[config.mk]
export PLATFORM = sky130hd
export DESIGN_NAME = star_bank
export DESIGN_NICKNAME = d
export VERILOG_FILES = /design/src/rtl/star_bank.sv
export SDC_FILE = /design/constraint.sdc
export NUM_CORES = 1
export LEC_CHECK = 0
export ABC_CLOCK_PERIOD_IN_PS = 2800
export CAP_MARGIN = 20
export CELL_PAD_IN_SITES_DETAIL_PLACEMENT = 0
export CELL_PAD_IN_SITES_GLOBAL_PLACEMENT = 1
export CORE_MARGIN = 4
export CORE_UTILIZATION = 32
export CTS_BUF_LIST = sky130_fd_sc_hd__clkbuf_2
export DETAILED_ROUTE_END_ITERATION = 10
export PLACE_DENSITY = 0.8
export SLEW_MARGIN = 10
export SYNTH_ARGS = -nofsm -noshare
export SYNTH_HDL_FRONTEND = slang
export SYNTH_SLANG_ARGS = --single-unit
[constraint.sdc]
create_clock -name sys_clk -period 2.8 [get_ports sys_clk]
set_clock_uncertainty 0.2 [all_clocks]
set_input_delay 0.42 -clock sys_clk [delete_from_list [all_inputs] [get_ports sys_clk]]
set_output_delay 0.42 -clock sys_clk [all_outputs]
set_load 0.02 [all_outputs]
[src/rtl/star_bank.sv]
// Bank of collectable stars: per-star overlap test against the character, one-shot collection FSM, saturating score.
// Optional respawn countdown is compiled in with `define STAR_BANK_RESPAWN_EN.
module star_bank #(
  parameter int NUM_STARS   = 4,
  parameter int STAR_SIZE   = 12,
  parameter int CHAR_SIZE   = 12,
  parameter int RESPAWN_CYC = 1000000
) (
  input  logic                    sys_clk,
  input  logic                    RST_N,
  input  logic                    clr,
  input  logic [9:0]              char_X,
  input  logic [9:0]              char_Y,
  input  logic [9:0]              bg_pos,
  input  logic [10*NUM_STARS-1:0] star_wx,
  input  logic [10*NUM_STARS-1:0] star_wy,
  output logic [10*NUM_STARS-1:0] star_x,
  output logic [10*NUM_STARS-1:0] star_y,
  output logic [NUM_STARS-1:0]    en,
  output logic [NUM_STARS-1:0]    touch,
  output logic [7:0]              score,
  output logic                    all_done,
  output logic [2*NUM_STARS-1:0]  state_dbg
);

  typedef enum logic [1:0] {
    ACTIVE  = 2'd0,
    HIDDEN  = 2'd1,
    RESPAWN = 2'd2
  } star_state_t;

  logic [NUM_STARS-1:0] collect;

  for (genvar i = 0; i < NUM_STARS; i++) begin : g_star
    logic [10:0]  wx;
    logic [10:0]  wy;
    logic [10:0]  cx;
    logic [10:0]  cy;
    logic         overlap;
    logic         collect_i;
    star_state_t  state_q;
    star_state_t  state_d;

    assign wx = {1'b0, star_wx[10*i +: 10]};
    assign wy = {1'b0, star_wy[10*i +: 10]};
    assign cx = {1'b0, char_X};
    assign cy = {1'b0, char_Y};

    assign star_x[10*i +: 10] = star_wx[10*i +: 10] - bg_pos;
    assign star_y[10*i +: 10] = star_wy[10*i +: 10];

    // 11-bit compare so that box edges near 1023 never wrap back to 0.
    assign overlap = (cx <= wx + 11'(STAR_SIZE)) && (cx + 11'(CHAR_SIZE) >= wx) &&
                     (cy <= wy + 11'(STAR_SIZE)) && (cy + 11'(CHAR_SIZE) >= wy);

`ifdef STAR_BANK_RESPAWN_EN
    localparam logic [23:0] RELOAD = 24'(RESPAWN_CYC - 1);
    logic [23:0] cnt_q;

    always_ff @(posedge sys_clk or negedge RST_N) begin
      if (!RST_N) begin
        cnt_q <= '0;
      end else if (clr) begin
        cnt_q <= '0;
      end else if (state_q == HIDDEN) begin
        cnt_q <= RELOAD;
      end else if (state_q == RESPAWN && cnt_q != 24'd0) begin
        cnt_q <= cnt_q - 24'd1;
      end
    end
`endif

    always_comb begin
      state_d   = state_q;
      collect_i = 1'b0;
      if (clr) begin
        state_d = ACTIVE;
      end else begin
        case (state_q)
          ACTIVE: begin
            if (overlap) begin
              state_d   = HIDDEN;
              collect_i = 1'b1;
            end
          end
`ifdef STAR_BANK_RESPAWN_EN
          HIDDEN:  state_d = RESPAWN;
          RESPAWN: if (cnt_q == 24'd0) state_d = ACTIVE;
`endif
          default: state_d = state_q;
        endcase
      end
    end

    always_ff @(posedge sys_clk or negedge RST_N) begin
      if (!RST_N) state_q <= ACTIVE;
      else        state_q <= state_d;
    end

    assign collect[i]            = collect_i;
    assign en[i]                 = (state_q == ACTIVE);
    assign state_dbg[2*i +: 2]   = state_q;
  end

  logic [3:0] n_collect;
  logic [8:0] score_sum;

  always_comb begin
    n_collect = '0;
    for (int i = 0; i < NUM_STARS; i++) begin
      n_collect = n_collect + 4'(collect[i]);
    end
    score_sum = {1'b0, score} + 9'(n_collect);
  end

  always_ff @(posedge sys_clk or negedge RST_N) begin
    if (!RST_N) begin
      touch <= '0;
      score <= '0;
    end else if (clr) begin
      touch <= '0;
      score <= '0;
    end else begin
      touch <= collect;
      score <= score_sum[8] ? 8'd255 : score_sum[7:0];
    end
  end

  assign all_done = ~|en;

endmodule

==> results of run 1 <==
## power by group
part / switching (mW) / internal [mW] / leakage [nW]
combinational: 1.44 / 1.54 / 6.49
clock: 0.0691 / 0.0292 / 0.0125
sequential: 0.0144 / 0.245 / 0.221
## through the flow
stage                     instance area (sq um)  power [mW]  setup TNS [ns]  hold slack, ns
after floorplan                            7370        1.49          -11.63         -0.0756
after global placement                    11900        2.69          -48.13           0.255
after detailed placement                  11900        2.73          -50.08           0.271
after CTS                                 13400        3.12          -13.10           0.317
after global routing                      14100        3.61          -15.83           0.371
final                                     14100        3.34          -13.87           0.324
## final timing paths
kind,start,end,slack (ns),cells after the start
setup / recovery,star_wx[24],score[1],-1.66,19
hold / removal,g_star[3].state_q[0],touch[3],0.32,1
setup reg to reg,g_star[2].state_q[0],score[1],-0.01,9
hold reg to reg,g_star[3].state_q[0],touch[3],0.32,1
max in group asynchronous,RST_N,g_star[1].state_q[0],1.60,1
min in group asynchronous,RST_N,score[6],0.34,1
## cells by family after synthesis
group	count (synthesis)	share of synthesized area (%)
and+or+nand+nor	246	18.5
buffers and inverters	171	11.2
AOI/OAI and AO/OA	214	18.5
DFF	16	5.54
xor gates and xnor gates	91	11.0
adders and majority gates	198	35.0
other	1	0.0519
muxes	1	0.138
## cell type report
cell class,count,area [sq um]
fill,1763,7950
multi-input combinational,754,7670
timing repair buffer,603,5110
inverter,125,529
sequential,16,400
tap,280,350
clock buffer,3,15.0
## Yosys cell counts, drive strengths merged, types with 7 or more instances
master | instances | area, sq um
inv | 125 | 469
nor3 | 37 | 190
dfrtp | 16 | 400
a21oi | 59 | 295
nand3 | 19 | 95.1
nor2 | 29 | 109
a31oi | 11 | 68.8
fa | 7 | 140
nand4 | 20 | 125
o21ai | 56 | 280
a211oi | 13 | 103
buf | 45 | 335
o211ai | 8 | 60.1
or3 | 7 | 48.8
a21o | 24 | 180
ha | 191 | 2390
nand2 | 52 | 195
xnor2 | 56 | 490
xor2 | 35 | 307
nor4 | 16 | 119
nor2b | 27 | 169
## repair_timing
| item | CTS | global route |
|---|---|---|
| gates resized for setup | 588 | 169 |
| cloned | 0 | 0 |
| endpoints found under the setup margin | 52 | 36 |
| pin swaps | 153 | 107 |
| buffers inserted | 72 | 23 |
## layer usage
layer	share of wire [%]	routed length (microns)	vias up	global-route usage, %
li1	-	-	4460	-
met1	40	12300	4257	26.8
met2	51	15700	295	42.9
met3	5.7	1740	60	2.56
met4	2.5	777	2	5.24
met5	0.030	9	-	0
## sequential cells by signal, summed over array words and instances (netlist names)
signal	count
g_star.state_q	4
score	8
touch	4
## critical path, stage by stage
cell,delay [ns]
clkdlybuf4s15_1,0.22
nand2_2,0.11
nor4_4,0.33
xnor2_1,0.16
ha_1,0.30
a21o_1,0.18
a21oi_1,0.13
o21ai_1,0.10
o221ai_2,0.25
o311ai_4,0.16
nor4_2,0.25
buf_4,0.16
fa_1,0.43
fa_2,0.38
fa_2,0.36
nand2_2,0.09
nor2_4,0.06
nand4_1,0.22
a21oi_1,0.11
==> results.md, run 1 <==
* Outcome: finished, violations left
* Failing checks: negative setup slack
* Final setup fails at 14
* Vias in the first global route at 9433
* Starting Density at 32.8%
* Post-Syn Area at 0.00723 sq mm
* Sequential area share after synthesis at 5.54%
* Worst min-delay path class: reg2reg
* Num rows at 54
* Final WS setup at -1.66 ns
* Clk buf depth at 2
* Die Area at 0.0251 sq mm
* Via density at 5.09
* Max-Cap Viols at 0
* Worst Path Required at 2.77 ns
* Via Count at 9074
* Final non-filler cell total at 1781
* Max rail drop VDD at 0.178 mV
* Routability cong. at 0.983
* DRC at 0
* Crit end category: flip-flop
* Antenna Nets Post-Route at 0
* Drt wl/cell at 17.1 microns
* Root buffer cell: clkbuf_2
* Slew Viols, Final at 0
* Synth cell types at 56
* Post-layout min period at 4.46 ns
* Initial antenna violation count at 1
* Chip height at 158 microns
* Number of port buffers at 213
* Clock sinks at 16
* Top FF cell, synth: dfrtp_1
* Area Overhead vs Synth at 94.7%
* CTS H-Tree Depth at 1
* Synth async-reset ratio at 100%
* Total CTS buffers at 3
* Post-synth EDFFs at 0
* Pin count of the biggest net entering global routing at 17
* Worst slew pin tran at 0.717 ns
* FMAX at 0.224 GHz
* Clock-pin transition on the worst setup and hold timing paths at 0.15 ns
* Period Utilization, post-route at 159%
* GRT Overall Usage at 22.5%
* Slew headroom at 52.0%
* N_diodes at 0
* Hold-fix buffers, CTS at 0
* Remaining Overflow, GRT at 0
* PwrDens at 237 mW/mm^2
* First-pass GRT wire length at 46100 microns
* Critical path type: in2reg
* CORE AREA at 0.0220 sq mm
* Crit-path max FO at 6
* Syn avg cell area at 7.71 sq um
* Yosys warns at 0
* Share of layout cells above drive strength 1 at 48.6%
* CTS tree: done
* Post-DP HPWL at 23300 microns
* Placement-stage worst setup slack at -2.53 ns
* Worst skew pair latency at 0.28 ns
* Pleak at 6.72 nW
* Hold Fails Final Rpt at 0
* WP data arrival at 4.43 ns
* IO Count at 218
* Commonest non-fill, non-tap cell in the layout: buf_4
* Die width at 158 microns
* Commonest non-fill, non-tap cells in the layout: buf_4, ha_1, clkdlybuf4s50_1, inv_1, buf_6
* Drt pass-1 iters at 5
* Crit path launch type: primary input
* Nets@finish at 1814
* First DRT Iteration DRCs at 347
* RSZ-0062 raised after global routing: yes
* Routed WL at 30500 microns
* Synth Register Bits at 16
* Dpl cells at 1703
* Final core utilization at 63.9%
* Gate Count Post-Synth at 938
(Power assumes the default switching activity.)
==> inputs of run 2 (changes only) <==
--- a/config.mk
+++ b/config.mk
@@ -14,6 +14,7 @@
 export CTS_BUF_LIST = sky130_fd_sc_hd__clkbuf_2
 export DETAILED_ROUTE_END_ITERATION = 10
 export PLACE_DENSITY = 0.8
+export SKIP_CTS_REPAIR_TIMING = 1
 export SLEW_MARGIN = 10
 export SYNTH_ARGS = -nofsm -noshare
 export SYNTH_HDL_FRONTEND = slang
==> run 2 against run 1 <==
Net effect:
- the flow still finishes with violations (negative setup slack)
- sequential cell count did not move
- hold slack better by 0.011 ns
- critical path depth did not move
- worst setup slack better by 0.14 ns
- critical endpoint is now score[0]
==> results.md, run 2 (same netlist as run 1, synthesis figures left out) <==
* Outcome: finished, violations left
* Failing checks: negative setup slack
* Max rail drop VDD at 0.182 mV (+2.4%)
* Area Overhead vs Synth at 88.9%
* Final WS setup at -1.52 ns (+0.140 ns)
* CTS H-Tree Depth at 1 (unchanged)
* Slew Viols, Final at 0 (unchanged)
* N_diodes at 0 (unchanged)
* GRT Overall Usage at 20.4% (-2.1 points)
* Routability cong. at 0.983 (unchanged)
* Nets@finish at 1777 (-2.0%)
* Top Registers: score (8), g_star.state_q (4), touch (4)
* DRC at 0 (unchanged)
* CORE AREA at 0.0220 sq mm (unchanged)
* Reg2reg path depth at 8 (-1)
* Max-Cap Viols at 0 (unchanged)
* Final setup fails at 11 (-3)
* First DRT Iteration DRCs at 356 (+2.6%)
* Clock sinks at 16 (unchanged)
* Drt pass-1 iters at 4 (-1)
* Worst min-delay path class: in2async
* Clock-pin transition on the worst setup and hold timing paths at 0.15 ns (about the same)
* Filler cells at 1840 (+4.4%)
* Worst slew pin tran at 0.717 ns (-0.000310 ns)
* Pin count of the biggest net entering global routing at 17 (unchanged)
* Worst skew pair latency at 0.29 ns (about the same)
* Number of port buffers at 213 (unchanged)
* Initial antenna violation count at 1 (unchanged)
* Hold Fails Final Rpt at 0 (unchanged)
* RSZ-0062 raised after global routing: yes
* Chip height at 158 microns (unchanged)
* Reg-to-Reg End: score[0]
* Vias in the first global route at 8692 (-7.9%)
* Pleak at 6.90 nW (+2.6%)
* Post-DP HPWL at 23300 microns (unchanged)
* Worst Path Required at 2.79 ns (+0.02 ns)
* Post-layout min period at 4.32 ns (-0.140 ns)
* Critical path type: in2reg
* Via density at 5.09 (-0.16%)
* Placement-stage worst setup slack at -2.53 ns (unchanged)
* Final core utilization at 62.0% (-1.9 points)
* Via Count at 8871 (-2.2%)
* Crit-path max FO at 6 (unchanged)
* WP data arrival at 4.31 ns (-0.12 ns)
* First-pass GRT wire length at 41800 microns (-9.5%)
* Commonest non-fill, non-tap cell in the layout: buf_4
* Root buffer cell: clkbuf_2
* Top reg by flops: score
* Commonest non-fill, non-tap cells in the layout: buf_4, ha_1, clkdlybuf4s50_1, inv_1, dlymetal6s2s_1
* CTS tree: done
* Antenna Nets Post-Route at 0 (unchanged)
* Register Area at 400 sq um (unchanged)
* Starting Density at 32.8% (unchanged)
* Crit path launch type: primary input
* PwrDens at 235 mW/mm^2 (-0.97%)
* FMAX at 0.231 GHz (+3.2%)
* Max FFs per register at 8 (unchanged)
* Drt wl/cell at 16.7 microns (-2.1%)
* Total CTS buffers at 3 (unchanged)
* Die Area at 0.0251 sq mm (unchanged)
* Num rows at 54 (unchanged)
* IO Count at 218 (unchanged)
* Period Utilization, post-route at 154% (-5.0 points)
* Slew headroom at 52.1% (about the same)
* R2R Setup Slk at 0.04 ns (+0.05 ns)
* Crit end category: flip-flop
* Routed WL at 29200 microns (-4.2%)
* Multi-input gate area at 0.00742 sq mm (-3.3%)
* R2R Path Start: g_star[2].state_q[0]
* Remaining Overflow, GRT at 0 (unchanged)
* Clk buf depth at 2 (unchanged)
* Die width at 158 microns (unchanged)
* Share of layout cells above drive strength 1 at 45.3% (-3.3 points)
[run 2: critical path: stages]
cell      delay (ns)
buf_8           0.09
inv_4           0.04
ha_4            0.16
nor4_4          0.28
xnor2_1         0.15
ha_1            0.29
a21o_1          0.20
a21oi_1         0.12
o21ai_1         0.11
o221ai_2        0.27
o311ai_4        0.17
nor4_4          0.30
fa_1            0.47
fa_2            0.38
fa_2            0.38
nand2_2         0.10
nor2_4          0.05
nand4_1         0.21
a21oi_1         0.11
[run 2: final cells by class]
type / count / area share, %
repair buffers: 566 / 36.2
well taps: 280 / 2.57
inverters: 125 / 3.79
flip-flops and latches: 16 / 2.93
clock buffers: 3 / 0.110
multi-input cells: 754 / 54.4
[run 2: routing by layer]
metal  vias up  wire length, microns  GRT usage, %
li1       4381                     -             -
met3        42                  1480          2.15
met1      4180                 12100          25.3
met2       266                 15100          37.8
met4         2                   535          4.75
met5         -                     8             0
[run 2: how the worst max path moves through the flow]
stage | from | endpoint | cells past startpoint
6_report | star_wx[22] | score[0] | 19
5_1_grt | star_wy[2] | score[5] | 20
4_1_cts | star_wy[22] | score[0] | 19
3_5_place_dp | star_wy[22] | score[0] | 19
3_3_place_gp | star_wy[22] | score[5] | 19
2_1_floorplan | star_wy[23] | score[0] | 18
[run 2: metrics by stage]
step	hold slack [ns]	TNS (ns)	power, mW	area [sq um]	cells
after global routing	0.388	-14.27	3.47	13700	1744
after floorplan	-0.0756	-11.63	1.49	7370	941
after detailed placement	0.271	-50.08	2.73	11900	1703
final	0.335	-12.25	3.21	13700	1744
after global placement	0.255	-48.13	2.69	11900	1703
after CTS	0.290	-45.37	2.84	11900	1706
[run 2: where the power goes]
group | internal (mW) | switching (mW)
clock network | 0.0292 | 0.0723
logic | 1.46 | 1.38
registers | 0.245 | 0.0146
total | 1.74 | 1.47
==> inputs of run 3 (changes only) <==
--- a/config.mk
+++ b/config.mk
@@ -5,15 +5,14 @@
 export SDC_FILE = /design/constraint.sdc
 export NUM_CORES = 1
 export LEC_CHECK = 0
-export ABC_CLOCK_PERIOD_IN_PS = 2800
+export ABC_CLOCK_PERIOD_IN_PS = 4700
 export CAP_MARGIN = 20
 export CELL_PAD_IN_SITES_DETAIL_PLACEMENT = 0
 export CELL_PAD_IN_SITES_GLOBAL_PLACEMENT = 1
-export CORE_MARGIN = 4
-export CORE_UTILIZATION = 32
+export CORE_UTILIZATION = 36
 export CTS_BUF_LIST = sky130_fd_sc_hd__clkbuf_2
 export DETAILED_ROUTE_END_ITERATION = 10
-export PLACE_DENSITY = 0.8
+export PLACE_DENSITY = 0.85
 export SKIP_CTS_REPAIR_TIMING = 1
 export SLEW_MARGIN = 10
 export SYNTH_ARGS = -nofsm -noshare
==> constraint.sdc (replaced) <==
create_clock -name sys_clk -period 4.7 [get_ports sys_clk]
set_clock_uncertainty 0.2 [all_clocks]
set_input_delay 0.705 -clock sys_clk [delete_from_list [all_inputs] [get_ports sys_clk]]
set_output_delay 0.705 -clock sys_clk [all_outputs]
set_load 0.02 [all_outputs]
==> run 3 against run 2 <==
Net effect:
- the flow now finishes without violations
- worst setup slack better by 1.5 ns
- hold slack better by 0.013 ns
- first-iteration DRC count down 15%
- die area down 18%
- largest power group unchanged
==> results.md, run 3 (same netlist as run 1, synthesis figures left out) <==
* Routability cong. at 0.961 (-2.1%)
* PwrDens at 142 mW/mm^2 (-40%)
* Reg-to-Reg End: score[0]
* Register Area at 400 sq um (unchanged)
* GRT Overall Usage at 23.9% (+3.5 points)
* Hold path cells at 1
* Max FFs per register at 8 (unchanged)
* IO Count at 218 (unchanged)
* Via Count at 8199 (-7.6%)
* Remaining Overflow, GRT at 0 (unchanged)
* Pleak at 5.97 nW (-13%)
* DRC at 0 (unchanged)
* R2R Setup Slk at 1.89 ns (+1.85 ns)
* Pint at 0.890 mW (-49%)
* Sequential power share at 9.4% (+1.3 points)
* Post-DP HPWL at 21800 microns (-6.7%)
* Critical path type: in2reg
* Worst skew pair latency at 0.29 ns (about the same)
* Via density at 5.10 (+0.24%)
* Clock sinks at 16 (unchanged)
* Max-Cap Viols at 0 (unchanged)
* Share of layout cells above drive strength 1 at 24.6% (-21 points)
* WHS at 0.348 ns (+0.0133 ns)
* Pin count of the biggest net entering global routing at 17 (unchanged)
* R2R Path Start: g_star[2].state_q[0]
* Top Registers: score (8), g_star.state_q (4), touch (4)
* Commonest non-fill, non-tap cells in the layout: buf_4, ha_1, clkdlybuf4s50_1, inv_1, a21oi_1
* Switching power at 0.765 mW (-48%)
* Crit-path max FO at 6 (unchanged)
* TNS Setup at 0 ns (+12.25 ns)
* Vias in the first global route at 8052 (-7.4%)
* Clock-pin transition on the worst setup and hold timing paths at 0.14 ns (about the same)
* Post-layout min period at 4.68 ns
* Area Overhead vs Synth at 61.6%
* Hold path start: g_star[3].state_q[0]
* Starting Density at 36.9% (+4.1 points)
* Die Area at 0.0206 sq mm (-18%)
* Die width at 144 microns (-9.2%)
* WP data arrival at 4.67 ns (+0.36 ns)
* Worst hold endpoint: touch[3]
* Power share of the clock group at 3.6% (+0.4 points)
* FMAX at 0.214 GHz
* Multi-input gate area at 0.00645 sq mm (-13%)
* Commonest non-fill, non-tap cell in the layout: buf_4
* Nets@finish at 1656 (-6.8%)
* CTS H-Tree Depth at 1 (unchanged)
* Max rail drop VDD at 0.103 mV (-44%)
* Worst min-delay path class: reg2reg
* First DRT Iteration DRCs at 303 (-15%)
* Crit end category: flip-flop
* RSZ-0062 raised after global routing: yes
* Number of port buffers at 213 (unchanged)
* Final setup fails at 0 (-11)
* Worst slew pin tran at 0.709 ns (-0.00825 ns)
* Total CTS buffers at 3 (unchanged)
* N_diodes at 0 (unchanged)
* Initial antenna violation count at 0 (-1)
* Hold Fails Final Rpt at 0 (unchanged)
* Crit path launch type: primary input
* Worst Path Required at 4.69 ns (+1.90 ns)
* CORE AREA at 0.0196 sq mm (-11%)
* CTS tree: done
* First-pass GRT wire length at 38800 microns (-7.1%)
* Period Utilization, post-route at 99.6%
* Slew headroom at 52.6% (+0.55 points)
* Drt pass-1 iters at 5 (+1)
* Drt wl/cell at 16.0 microns (-4.6%)
* Chip height at 144 microns (-9.2%)
* Filler cells at 1789 (-2.8%)
* Switching share of power at 46.2% (+0.45 points)
* Antenna Nets Post-Route at 0 (unchanged)
* Final core utilization at 59.6% (-2.4 points)
* Root buffer cell: clkbuf_2
* Routed WL at 25700 microns (-12%)
* Reg2reg path depth at 9 (+1)
* Top reg by flops: score
* Combinational Power Share at 87.0% (-1.7 points)
* Slew Viols, Final at 0 (unchanged)
* Clk buf depth at 2 (unchanged)
* Num rows at 51 (-5.6%)
* Outcome: finished, final reports clean
## run 3: cell count changes in the layout (fill, tap and decap cells not counted), sizes merged
cell           before  now
buf               386  235
clkdlybuf4s50     100  171
clkbuf             26    3
dlymetal6s2s       57   39
clkinvlp            2    0
inv               123  125
## run 3: through the flow
| step | power (mW) | setup slack, ns | std cells | cell area [sq um] |
|---|---|---|---|---|
| 2_1_floorplan | 0.884 | 0.00746 | 941 | 7290 |
| 3_3_place_gp | 1.50 | -0.795 | 1585 | 11000 |
| 3_5_place_dp | 1.52 | -0.953 | 1585 | 11000 |
| 4_1_cts | 1.59 | -0.644 | 1588 | 11000 |
| 5_1_grt | 1.80 | -0.176 | 1608 | 11700 |
| 6_report | 1.65 | 0.0173 | 1608 | 11700 |
## run 3: power groups by stage
stage | Clock, mW | Combinational [mW] | Sequential [mW]
2_1_floorplan | 0 | 0.718 | 0.165
3_3_place_gp | 0 | 1.35 | 0.158
3_5_place_dp | 0 | 1.37 | 0.158
4_1_cts | 0.0599 | 1.38 | 0.155
5_1_grt | 0.0670 | 1.58 | 0.156
6_report | 0.0593 | 1.44 | 0.156
## run 3: cell type report
class / count / share of cell area, %
Clock buffer: 3 / 0.129
Timing Repair Buffer: 445 / 34.4
Sequential cell: 16 / 3.43
Tap cell: 265 / 2.84
Multi-Input combinational cell: 754 / 55.2
Inverter: 125 / 4.02
## run 3: worst max-delay path by stage
stage | to | startpoint | slack [ns]
finish | score[0] | star_wy[3] | 0.02
global route | score[5] | char_X[7] | -0.18
CTS | score[4] | star_wx[22] | -0.64
detailed placement | score[4] | star_wx[22] | -0.95
global placement | score[4] | star_wy[22] | -0.79
floorplan | score[4] | star_wx[22] | 0.007
## run 3: layer usage
metal	wire length, microns	track usage (%)	part of all wire [%]
met1	10800	28.2	42
met2	13000	45.5	51
met3	1160	1.93	4.5
met4	752	7.05	2.9
met5	0	0	0
## run 3: worst max-delay path: stages
cell and delay [ns]:
buf_8 0.08, o21ai_2 0.06, buf_6 0.12, or4_4 0.54
xnor2_2 0.15, ha_1 0.34, a21oi_2 0.18, nand2_2 0.08
a211oi_2 0.14, a211o_1 0.15, nand4_1 0.15, nor3_2 0.28
fa_1 0.49, fa_2 0.38, fa_2 0.40, nand2_2 0.10
nor2_4 0.05, nand4_1 0.10, buf_6 0.13, a21oi_1 0.07
